**src/rtl/mc_exec_pkg.sv**
```systemverilog
// Shared encodings for the multicycle execute stage: ALU op codes, operand-B selects, FSM states.
package mc_exec_pkg;

  localparam logic [3:0] OP_ADD   = 4'd0;
  localparam logic [3:0] OP_SUB   = 4'd1;
  localparam logic [3:0] OP_AND   = 4'd2;
  localparam logic [3:0] OP_OR    = 4'd3;
  localparam logic [3:0] OP_XOR   = 4'd4;
  localparam logic [3:0] OP_SLT   = 4'd5;
  localparam logic [3:0] OP_SLTU  = 4'd6;
  localparam logic [3:0] OP_SLL   = 4'd7;
  localparam logic [3:0] OP_SRL   = 4'd8;
  localparam logic [3:0] OP_SRA   = 4'd9;
  localparam logic [3:0] OP_MUL   = 4'd10;
  localparam logic [3:0] OP_MULHU = 4'd11;

  localparam logic [1:0] SRCB_RS2  = 2'b00;
  localparam logic [1:0] SRCB_IMM  = 2'b01;
  localparam logic [1:0] SRCB_STEP = 2'b10;
  localparam logic [1:0] SRCB_ZERO = 2'b11;

  typedef enum logic [1:0] {
    ST_IDLE,
    ST_EXEC,
    ST_MULT
  } state_e;

  function automatic logic is_mul_op(input logic [3:0] op);
    return (op == OP_MUL) || (op == OP_MULHU);
  endfunction

endpackage

```
**src/rtl/mc_exec_unit_mul_seq.sv**
```systemverilog
// Shift-add unsigned multiplier, one multiplier bit per cycle, XLEN cycles, 2*XLEN-bit product.
module mc_mul_seq #(
  parameter int unsigned XLEN = 32
) (
  input  logic              clk,
  input  logic              rst_n,
  input  logic              start,
  input  logic [XLEN-1:0]   a,
  input  logic [XLEN-1:0]   b,
  output logic              busy,
  output logic              done,
  output logic [2*XLEN-1:0] product
);

  localparam int unsigned CW = $clog2(XLEN + 1);

  logic [XLEN-1:0]   a_q;
  logic [2*XLEN-1:0] p_q;
  logic [CW-1:0]     cnt_q;
  logic              busy_q;
  logic              done_q;

  // Upper half accumulates the multiplicand; lower half holds the unconsumed multiplier bits.
  function automatic logic [2*XLEN-1:0] step(input logic [XLEN-1:0] mcand,
                                             input logic [2*XLEN-1:0] p);
    logic [XLEN:0] sum;
    sum = {1'b0, p[2*XLEN-1:XLEN]} + (p[0] ? {1'b0, mcand} : '0);
    return {sum, p[XLEN-1:1]};
  endfunction

  // The first step is folded into the load edge so the product lands XLEN-1 edges later.
  always_ff @(posedge clk or negedge rst_n) begin
    if (!rst_n) begin
      a_q    <= '0;
      p_q    <= '0;
      cnt_q  <= '0;
      busy_q <= 1'b0;
      done_q <= 1'b0;
    end else begin
      done_q <= 1'b0;
      if (start && !busy_q) begin
        a_q    <= a;
        p_q    <= step(a, {{XLEN{1'b0}}, b});
        cnt_q  <= CW'(XLEN - 1);
        busy_q <= 1'b1;
      end else if (busy_q) begin
        p_q   <= step(a_q, p_q);
        cnt_q <= cnt_q - CW'(1);
        if (cnt_q == CW'(1)) begin
          busy_q <= 1'b0;
          done_q <= 1'b1;
        end
      end
    end
  end

  assign busy    = busy_q;
  assign done    = done_q;
  assign product = p_q;

endmodule

```
**src/rtl/mc_exec_unit.sv**
```systemverilog
// Multicycle execute stage: operand-B select, single-cycle ALU and sequenced multiplier behind
// a start/busy/done handshake with registered result, zero and illegal flags.
module mc_exec_unit #(
  parameter int unsigned XLEN       = 32,
  parameter int unsigned CONST_STEP = 4,
  parameter int unsigned MUL_EN     = 1
) (
  input  logic            clk,
  input  logic            reset,
  input  logic            start,
  input  logic [3:0]      op,
  input  logic [1:0]      src_b_sel,
  input  logic [XLEN-1:0] rs1_data,
  input  logic [XLEN-1:0] rs2_data,
  input  logic [XLEN-1:0] imm_ext,
  output logic            busy,
  output logic            done,
  output logic [XLEN-1:0] result,
  output logic            zero,
  output logic            illegal
);

  import mc_exec_pkg::*;

  localparam int unsigned SHW    = $clog2(XLEN);
  localparam bit          MUL_ON = (MUL_EN != 0);

  state_e            state_q, state_d;
  logic [XLEN-1:0]   a_q, b_q, result_q, result_d;
  logic [3:0]        op_q;
  logic              zero_q, zero_d, illegal_q, illegal_d, done_q, done_d;
  logic [XLEN-1:0]   src_b, alu_res;
  logic              alu_ill, accept, mul_req, mul_busy, mul_done;
  logic [2*XLEN-1:0] mul_prod;

  always_comb begin
    unique case (src_b_sel)
      SRCB_RS2:  src_b = rs2_data;
      SRCB_IMM:  src_b = imm_ext;
      SRCB_STEP: src_b = XLEN'(CONST_STEP);
      default:   src_b = '0;
    endcase
  end

  // busy stays high through the done cycle, so a new start is taken only the cycle after.
  assign busy    = (state_q != ST_IDLE) || done_q || mul_busy;
  assign accept  = start && !busy;
  assign mul_req = MUL_ON && is_mul_op(op);

  mc_mul_seq #(.XLEN(XLEN)) u_mul (
    .clk     (clk),
    .rst_n   (reset),
    .start   (accept && mul_req),
    .a       (rs1_data),
    .b       (src_b),
    .busy    (mul_busy),
    .done    (mul_done),
    .product (mul_prod)
  );

  always_comb begin
    alu_res = '0;
    alu_ill = 1'b0;
    case (op_q)
      OP_ADD:  alu_res = a_q + b_q;
      OP_SUB:  alu_res = a_q - b_q;
      OP_AND:  alu_res = a_q & b_q;
      OP_OR:   alu_res = a_q | b_q;
      OP_XOR:  alu_res = a_q ^ b_q;
      OP_SLT:  alu_res = {{(XLEN-1){1'b0}}, ($signed(a_q) < $signed(b_q))};
      OP_SLTU: alu_res = {{(XLEN-1){1'b0}}, (a_q < b_q)};
      OP_SLL:  alu_res = a_q << b_q[SHW-1:0];
      OP_SRL:  alu_res = a_q >> b_q[SHW-1:0];
      OP_SRA:  alu_res = $signed(a_q) >>> b_q[SHW-1:0];
      default: alu_ill = 1'b1;
    endcase
  end

  always_comb begin
    state_d   = state_q;
    result_d  = result_q;
    zero_d    = zero_q;
    illegal_d = illegal_q;
    done_d    = 1'b0;
    unique case (state_q)
      ST_IDLE: begin
        if (accept) state_d = mul_req ? ST_MULT : ST_EXEC;
      end
      ST_EXEC: begin
        result_d  = alu_res;
        zero_d    = (alu_res == '0);
        illegal_d = alu_ill;
        done_d    = 1'b1;
        state_d   = ST_IDLE;
      end
      ST_MULT: begin
        if (mul_done) begin
          result_d  = (op_q == OP_MULHU) ? mul_prod[2*XLEN-1:XLEN] : mul_prod[XLEN-1:0];
          zero_d    = (result_d == '0);
          illegal_d = 1'b0;
          done_d    = 1'b1;
          state_d   = ST_IDLE;
        end
      end
      default: state_d = ST_IDLE;
    endcase
  end

  always_ff @(posedge clk or negedge reset) begin
    if (!reset) begin
      state_q   <= ST_IDLE;
      a_q       <= '0;
      b_q       <= '0;
      op_q      <= OP_ADD;
      result_q  <= '0;
      zero_q    <= 1'b1;
      illegal_q <= 1'b0;
      done_q    <= 1'b0;
    end else begin
      state_q   <= state_d;
      result_q  <= result_d;
      zero_q    <= zero_d;
      illegal_q <= illegal_d;
      done_q    <= done_d;
      if (accept) begin
        a_q  <= rs1_data;
        b_q  <= src_b;
        op_q <= op;
      end
    end
  end

  assign done    = done_q;
  assign result  = result_q;
  assign zero    = zero_q;
  assign illegal = illegal_q;

endmodule

```
**config.mk**
```make
export PLATFORM = sky130hd
export DESIGN_NAME = mc_exec_unit
export DESIGN_NICKNAME = d
export VERILOG_FILES = /design/src/rtl/mc_exec_pkg.sv /design/src/rtl/mc_exec_unit_mul_seq.sv /design/src/rtl/mc_exec_unit.sv
export SDC_FILE = /design/constraint.sdc
export NUM_CORES = 1
export LEC_CHECK = 0
export ABC_AREA = 1
export BUFFER_PORTS_ARGS = -buffer_cell sky130_fd_sc_hd__buf_2
export CELL_PAD_IN_SITES_DETAIL_PLACEMENT = 2
export CELL_PAD_IN_SITES_GLOBAL_PLACEMENT = 2
export CORE_AREA = 4 4 206 308
export CTS_CLUSTER_DIAMETER = 40
export DETAILED_ROUTE_END_ITERATION = 7
export DIE_AREA = 0 0 210 312
export PLACE_DENSITY_LB_ADDON = 0.1
export RECOVER_POWER = 25
export SYNTH_ARGS = -nofsm -noshare
export SYNTH_HDL_FRONTEND = slang
export SYNTH_SLANG_ARGS = --single-unit
```
**constraint.sdc**
```tcl
create_clock -name clk -period 4.9 [get_ports clk]
set_clock_uncertainty 0.2 [all_clocks]
set_input_delay 0.245 -clock clk [delete_from_list [all_inputs] [get_ports clk]]
set_output_delay 0.245 -clock clk [all_outputs]
set_load 0.01 [all_outputs]
```
# == After elaboration in Yosys (flattened, before gate mapping) ==
# Index checks and enable logic that the tools add are counted.
# op_classes
multipliers,0
bitwise,3
n_reduce_logical,19
n_shift,3
n_eq_ne,19
n_lt_le_gt_ge,2
muxes,28
div,0
add_sub_neg,4
# ops
op,count
$pmux W32 S10,1
$mux W32,4
$mux W64,2
$pmux W32 S3,1
$logic_not A32 Y1,2
$lt A32 B32 Y1,2
$pmux W32 S2,1
$add A32 B33 Y33,1
$add A32 B32 Y32,1
$and A32 B32 Y32,1
$or A32 B32 Y32,1
$shl A32 B5 Y32,1
$shr A32 B5 Y32,1
$sshr A32 B5 Y32,1
$sub A32 B32 Y32,1
$xor A32 B32 Y32,1
$eq A4 B4 Y1 const B,5
$eq A4 B3 Y1 const B,4
$mux W6,2
$mux W1,10
$reduce_or A10 Y1,1
$eq A4 B2 Y1 const B,2
$eq A6 B1 Y1 const B,1
$mux W2,3
other kinds (15),28
# totals
ramBits,0
out_inout_bits,36
register_bits,209
memories,0
latch_bits,0
input_bits,105
wordCells,91
romBits,0

# == Depth between registers and ports, before layout ==
# Gate-level depths: netlist (run 1).
# depth
depth_word,8
depth_mapped,25
depth_no_buf,22

# == By module ==
# A second synthesis (run 1) with hierarchy kept.
# unflattened
cells_unflattened,3907
area_unflattened_um2,22653.0
# modules_own_cells
module,seq_area_each_um2,instances,area_per_inst_um2,cells_each
mc_exec_unit,2628.8,1,15597.5,2842
mc_mul_seq,2602.5,1,7055.5,1065

# == Worst setup path before layout (run 1) ==
# No wires, ideal clock.
# synth_path
path_type,register to register
startpoint,register u_mul.p_q[0] (netlist: u_mul.product[0])
endpoint,register u_mul.p_q[59] (netlist: u_mul.product[59])
setup_ps,129
path_buffers,2
slack_ps,1736
synth_period_minus_slack_ps,3164
path_stages_with_launch,20
arrival_time_ps,2835
path_cell_list,dfrtp_1 clkbuf_1 clkbuf_1 nand2_1 inv_1 ha_1 inv_1 fa_1 o21ai_0 nand3_1 nand2_1 nand2_1 o21bai_1 nand3_1 nand3_1 nand2_1 o211ai_1 a21oi_1 o21ai_0 nand3_1
# synth_between
elab_chain_cells,4
# synth_lines
element,line_no,source
"start, declared",mc_exec_unit_mul_seq.sv:18,logic [2*XLEN-1:0] p_q;
"start signal, assigned",mc_exec_unit_mul_seq.sv:43,"p_q <= step(a, {{XLEN{1'b0}}, b});"
"start signal, assigned",mc_exec_unit_mul_seq.sv:47,"p_q <= step(a_q, p_q);"
$mux W32,mc_exec_unit_mul_seq.sv:27,"sum = {1'b0, p[2*XLEN-1:XLEN]} + (p[0] ? {1'b0, mcand} : '0);"
$add A32 B33 Y33,mc_exec_unit_mul_seq.sv:27,
$mux W64,mc_exec_unit_mul_seq.sv:46,end else if (busy_q) begin
$mux W64,mc_exec_unit_mul_seq.sv:41,if (start && !busy_q) begin
# No other way between the ends. The select of a mux whose other input is x is not followed.
# A chain may end at the register's enable or synchronous reset.

# == Worst setup path after layout (run 1) ==
# layout_path
startpoint,register b_q[0]
endpoint,register result_q[13] (netlist: result[13])
# layout_between
elab_chain_cells,3
# layout_lines
element,line_no,source
"start, declared",mc_exec_unit.sv:29,"logic [XLEN-1:0] a_q, b_q, result_q, result_d;"
"start signal, assigned",mc_exec_unit.sv:127,b_q <= src_b;
"$sub A32 B32 Y32, or another cell as far along",mc_exec_unit.sv:66,OP_SUB: alu_res = a_q - b_q;
$pmux W32 S10 (*),mc_exec_unit.sv:64,case (op_q)
$pmux W32 S2 (*),mc_exec_unit.sv:85,unique case (state_q)
"end signal, assigned",mc_exec_unit.sv:121,result_q <= result_d;
"end, declared",mc_exec_unit.sv:29,
# Every way passes the cells marked *; elsewhere a longest branch is shown, timed or not.

==> out/qor.yml, run 1 <==
sta:
  worst_pin_slew_ns: 2.980
  period_share_pct: 95.97
  rsz0062_at_grt: "no"
  fin_ws_ns: 0.1974
  fin_crit_ns: 4.703
  fin_hold_ws_ns: 0.01751
  hold_viol: 0
  setup_viol: 0
  fmax_mhz: 212.6
  final.setup.tns_ns: 0
  max-slew-margin-rel_pct: -98.64
  slew_viol_final: 96
placement:
  post_dp_cell_area_um2: 23060
  place.gp.congestion: 1.082
  io_buffer_count: 140
  place_ws_ns: 0.5670
  hpwlAfterDp_um: 115000
die:
  die_area_um2: 65520
  io_pins: 141
  die_w_um: 210
  fp.dieH_um: 312
  row_count: 111
  initial_core_util_pct: 35.72
  core_um2: 60830
detailed_routing:
  vias_per_cell: 6.232
  num_vias: 28610
  drt_iter0_drc: 2574
  wl_per_cell_um: 34.09
  wl_um: 156500
  ant_nets: 0
  first_pass_iters: 6
  drc: 0
power:
  ir_drop_v: 0.0003270
  p_int_uw: 7833
  p_leak_uw: 0.01328
  power_density_nw_per_um2: 867.2
  swShare_pct: 63.77
  p_sw_uw: 13790
  p_comb_share_pct: 70.6
  clkPwrFrac_pct: 13.6
  seqPwrFrac_pct: 15.8
critical_path:
  required_ns: 5.11
  slowest_stage: "buf_4"
  critPathKind: "flop to flop"
  timing.critical_path.mode_cell: "nand2_1"
  critPathArrivalTime_ns: 4.91
  cp-start-kind: "flop"
  critPathMaxFanout: 34
  endpoint_kind: "flop"
  worstPathCellList: "buf_4 -> inv_4 -> nand2_1 -> nand3_1 -> nand3_1 -> nand2_1 -> nand2_1 -> nand2_1 -> nor2_1 -> nand2_1 -> nand2_1 -> nand2_1 -> nor2_1 -> nor2_1 -> a21oi_1 -> o21ai_0"
  critPathMaxStageDelay_ns: 0.59
synthesis:
  synth.distinct_cells: 57
  synth_flop_cell: "dfrtp_1"
  synth_common_cells: "nand2_1 (1197), nand3_1 (525), inv_1 (449), nor2_1 (253), dfrtp_1 (208)"
  synth.most_common_cell: "nand2_1"
  ys_ff_latch: 209
  syn_nets: 3889
  synth_area_um2: 21730
  yosysTopAreaCell: "dfrtp_1"
  synthCells: 3644
  yosys-top-cells-area: "dfrtp_1 (24%), nand2_1 (21%), nand3_1 (12%), ha_1 (7.9%), inv_1 (7.8%)"
  async_reset_ff_share_pct: 100.0
  synth_warnings: 0
  netlist.area_leader.share_pct: 23.96
  synth-edff-count: 0
  syn_avg_cell_area_um2: 5.962
  seq_area_frac_synth_pct: 24.08
run_status:
  status: "finished, violations left"
  violations: "capacitance limit, slew limit"
clock_tree:
  cts_buffers: 41
  clk_root_buffer_cell: "clkbuf_16"
  cts-hold-fix-buffers: 53
  cts_tree: "built"
  post_cts_resized: 0
  htreeDepth: 2
  numClockSinks: 209
  cts_setup_buffers: 0
  clk_pin_slew_worst_paths_ns: 0.07
  cts.path.max_buffers: 3
  clock_latency_ns: 0.58
job:
  cap_violations: 2
cells_and_area:
  nFillCells: 7625
  nets: 4004
  stdcell_area_um2: 24930
  drive_gt1_share_pct: 7.887
  area_growth_pct: 14.75
  multi_input_comb_area_um2: 13950
  final_core_util_pct: 40.98
  seqCellArea_um2: 5234
hold_path:
  worstHoldPathType: "primary input to flop"
global_routing:
  grt_pass1_vias: 31620
  antenna_found_initial: 21
  grt.overflow.total: 0
  grt_usage_pct: 45.99
  grt_pass1_wl_um: 221700
  grt_max_degree: 94
## state kept, by name, indices dropped and copies added, names as in the netlist
signal,count
b_q,32
zero,1
u_mul.cnt_q,6
a_q,32
u_mul.a_q,32
illegal,1
u_mul.product,64
op_q,4
done,1
u_mul.done,1
state_q,2
result,32
u_mul.busy,1
## layer usage
layer / up-vias / track usage, % / wire length (um)
met5: - / 0 / 101
li1: 12080 / - / -
met2: 1487 / 75.52 / 72120
met3: 841 / 10.36 / 10270
met1: 14190 / 45.58 / 52020
met4: 16 / 49.22 / 21980
## power by group through the flow
stage	Sequential [uW]	Clock, uW	Combinational (uW)
floorplan	2940	0	8300
global route	3430	3020	16000
detailed placement	3310	0	14200
CTS	3320	2900	14500
finish	3430	2940	15300
global placement	3230	0	13600
## worst max-delay path: cells and delay by family (launching register included)
| kind | cells | cell delay (ns) |
|---|---|---|
| buf+inv | 2 | 0.99 |
| simple gates | 12 | 1.88 |
| flops | 1 | 0.58 |
| compound gates | 2 | 0.78 |
## stage by stage
| stage | cells | total power (uW) |
|---|---|---|
| after floorplan | 3644 | 11240 |
| final | 4591 | 21620 |
| after global placement | 4453 | 16870 |
| after CTS | 4581 | 20670 |
| after detailed placement | 4453 | 17510 |
| after global routing | 4585 | 22410 |
## worst paths after layout
| check | from | end | slack (ns) | depth (start not counted) |
|---|---|---|---|---|
| max in group asynchronous | reset | b_q[2] | 1.61 | 2 |
| min in group asynchronous | reset | a_q[8] | 0.94 | 2 |
| worst min-delay path | imm_ext[7] | u_mul.product[6] | 0.02 | 5 |
| worst min register to register | u_mul.a_q[22] | u_mul.a_q[22] | 0.29 | 2 |
| worst max register to register | b_q[0] | result[13] | 0.20 | 16 |
| worst max-delay path | b_q[0] | result[13] | 0.20 | 16 |
## kinds of logic after synthesis
group,share of synthesized area (%)
simple gates,41.17
xor+xnor,0.9675
buf+inv,11.77
fa+ha+maj,8.166
compound gates,13.76
mux,0.09215
flops,24.08
## cells in the final DEF, fill, tap and decap left out, types with 5 or more instances in the layout
| master | count |
|---|---|
| nor2_2 | 14 |
| xnor2_1 | 11 |
| dfrtp_1 | 206 |
| clkbuf_16 | 41 |
| inv_2 | 12 |
| inv_6 | 10 |
| and2_1 | 7 |
| nor4_1 | 13 |
| o221ai_1 | 38 |
| clkbuf_1 | 25 |
| o211ai_1 | 30 |
| a31oi_1 | 6 |
| clkinv_2 | 5 |
| a21o_1 | 6 |
| o21ai_1 | 9 |
| o21ai_0 | 200 |
| nand2_1 | 1196 |
| o22ai_1 | 27 |
| dlygate4sd3_1 | 53 |
| nor3_1 | 35 |
| nand3b_1 | 6 |
| nand4_1 | 43 |
| o21bai_1 | 18 |
| buf_2 | 118 |
| xor2_1 | 13 |
| nand3_1 | 525 |
| diode_2 | 9 |
| nand2_2 | 18 |
| a21oi_1 | 148 |
| nor2_1 | 251 |
| inv_1 | 447 |
| buf_4 | 46 |
| ha_1 | 137 |
## area by class of cell
class	instances	share of cell area, %
clock inverters	26	0.9987
multi-input cells	2797	55.94
repair buffers	244	6.569
flip-flops and latches	209	20.99
well taps	791	3.970
diodes	9	0.09033
inverters	466	7.046
clock buffers	49	4.396
Note: power is estimated with default switching activity, not from simulation.
==> inputs of run 2 (changes only) <==
--- a/config.mk
+++ b/config.mk
@@ -10,7 +10,8 @@
 export CELL_PAD_IN_SITES_DETAIL_PLACEMENT = 2
 export CELL_PAD_IN_SITES_GLOBAL_PLACEMENT = 2
 export CORE_AREA = 4 4 206 308
-export CTS_CLUSTER_DIAMETER = 40
+export CTS_CLUSTER_DIAMETER = 30
+export CTS_CLUSTER_SIZE = 40
 export DETAILED_ROUTE_END_ITERATION = 7
 export DIE_AREA = 0 0 210 312
 export PLACE_DENSITY_LB_ADDON = 0.1
==> constraint.sdc (replaced) <==
create_clock -name clk -period 4.9 [get_ports clk]
set_clock_uncertainty 0.2 [all_clocks]
set_input_delay 0.735 -clock clk [delete_from_list [all_inputs] [get_ports clk]]
set_output_delay 0.735 -clock clk [all_outputs]
set_load 0.01 [all_outputs]
==> out/qor.yml, run 2 (same netlist as run 1, synthesis figures left out) <==
critical_path:
  critPathArrivalTime_ns: 4.89
  cp-start-kind: "flop"
  required_ns: 5.23
  critPathMaxFanout: 8
  endpoint_kind: "flop"
  r2r_slack_ns: 0.35
  critPathKind: "flop to flop"
die:
  die_w_um: 210
  die_area_um2: 65520
  initial_core_util_pct: 35.72
  fp.dieH_um: 312
  io_pins: 141
  row_count: 111
  core_um2: 60830
detailed_routing:
  num_vias: 28240
  ant_nets: 0
  drt_iter0_drc: 2454
  vias_per_cell: 6.188
  wl_per_cell_um: 33.21
  wl_um: 151600
  drc: 0
  first_pass_iters: 5
placement:
  place.gp.congestion: 1.091
  dpl.cell_count: 4455
  hpwlAfterDp_um: 115300
  io_buffer_count: 140
power:
  p_leak_uw: 0.01333
  clkPwrFrac_pct: 17.8
  p_int_uw: 8684
  swShare_pct: 61.20
  ir_drop_v: 0.0004546
  p_comb_share_pct: 66.9
  total_power_uw: 22380
  seqPwrFrac_pct: 15.3
  p_sw_uw: 13700
  power_density_nw_per_um2: 896.4
clock_tree:
  clk_pin_slew_worst_paths_ns: 0.05
  cts.path.max_buffers: 3
  cts_buffers: 52
  clock_latency_ns: 0.64
  clk_root_buffer_cell: "clkbuf_16"
  post_cts_resized: 0
  htreeDepth: 2
  numClockSinks: 209
  cts_tree: "built"
sta:
  worst_pin_slew_ns: 2.219
  fmax_mhz: 219.6
  hold_viol: 0
  period_share_pct: 92.94
  max-slew-margin-rel_pct: -47.95
  rsz0062_at_grt: "no"
  slew_viol_final: 213
  setup_viol: 0
  fin_crit_ns: 4.554
  final.setup.tns_ns: 0
job:
  cap_violations: 3
global_routing:
  antenna_found_initial: 14
  grt_pass1_wl_um: 216600
  top_usage_layer: "met2"
  grt_max_degree: 106
  grt_use_met2_pct: 75.28
  grt_usage_pct: 44.72
  use_met1_pct: 45.16
  grt.overflow.total: 0
  grt_use_met3_pct: 8.796
  grt_pass1_vias: 30900
cells_and_area:
  area_growth_pct: 14.94
  fin_cells: 4564
  drive_gt1_share_pct: 8.612
  final_common_cell: "nand2_1"
  final_cell_mix: "nand2_1 (1196), nand3_1 (525), inv_1 (448)"
  nets: 3964
  final_core_util_pct: 41.05
  largest_reg_flops: 64
run_status:
  status: "finished, violations left"
  violations: "capacitance limit, slew limit"
hold_path:
  worstHoldPathType: "primary input to flop"
run 2: cell types whose count changed in the layout (fill, tap and decap cells not counted), sizes merged:
cell,delta
clkinv,+7
bufinv,+9
inv,-8
buf,+3
clkinvlp,+1
dlygate4sd3,-52
clkbuf,+11
diode,+2
run 2: path summary, 6_finish.rpt:
check,start,end,depth (start not counted)
setup / recovery,a_q[7],zero,18
setup reg to reg,a_q[7],zero,18
max in group asynchronous,reset,b_q[15],3
min in group asynchronous,reset,b_q[8],2
hold reg to reg,u_mul.a_q[27],u_mul.a_q[27],2
hold / removal,rs1_data[10],u_mul.product[41],3
run 2: power groups by stage:
stage / combinational, uW / sequential (uW) / clock, uW
detailed placement: 14100 / 3330 / 0
floorplan: 8300 / 2940 / 0
finish: 15000 / 3420 / 3990
global route: 15700 / 3430 / 4080
global placement: 13600 / 3260 / 0
CTS: 14500 / 3370 / 3980
run 2: area by class of cell:
type / count / area, um2
Sequential cell: 209 / 5234
Antenna cell: 11 / 27.53
Fill cell: 7561 / 35860
Inverter: 466 / 1757
Multi-Input combinational cell: 2797 / 13950
Clock buffer: 62 / 1399
Tap cell: 791 / 989.7
Timing Repair Buffer: 193 / 1090
Clock inverter: 35 / 529.3
run 2: layer usage:
metal | part of all wire (%) | vias up
met4 | 13 | 4
met3 | 6.1 | 674
met5 | 0.020 | -
met1 | 34 | 14160
li1 | - | 12030
met2 | 47 | 1372
run 2: timing repair:
| action | in CTS | in global routing |
|---|---|---|
| buffers inserted | 0 | 0 |
| endpoints found under the hold margin | 62 | 0 |
| hold buffers | 1 | 0 |
run 2: per-stage QoR:
stage               worst slack, ns  hold slack [ns]  area, um2
floorplan                     1.736           0.2394      21730
global placement             0.5607           0.2562      23050
detailed placement           0.4991           0.2651      23050
CTS                          0.4612           0.1896      24990
global route                 0.1966           0.2364      24960
finish                       0.3459           0.2067      24970
run 2: critical path, cell delays in order, from the launching register on:
cell     delay, ns
dfrtp_1       0.60
inv_1         0.15
ha_1          0.34
buf_4         0.18
nor2_1        0.47
nand2_1       0.21
inv_1         0.20
nand2_1       0.10
nand2_1       0.25
nand2_1       0.08
nand3_1       0.09
nand3_1       0.36
a21oi_1       0.54
nand2_1       0.10
nor2_1        0.13
nand2_1       0.08
nor2_1        0.12
nand3_1       0.11
a21oi_2       0.16
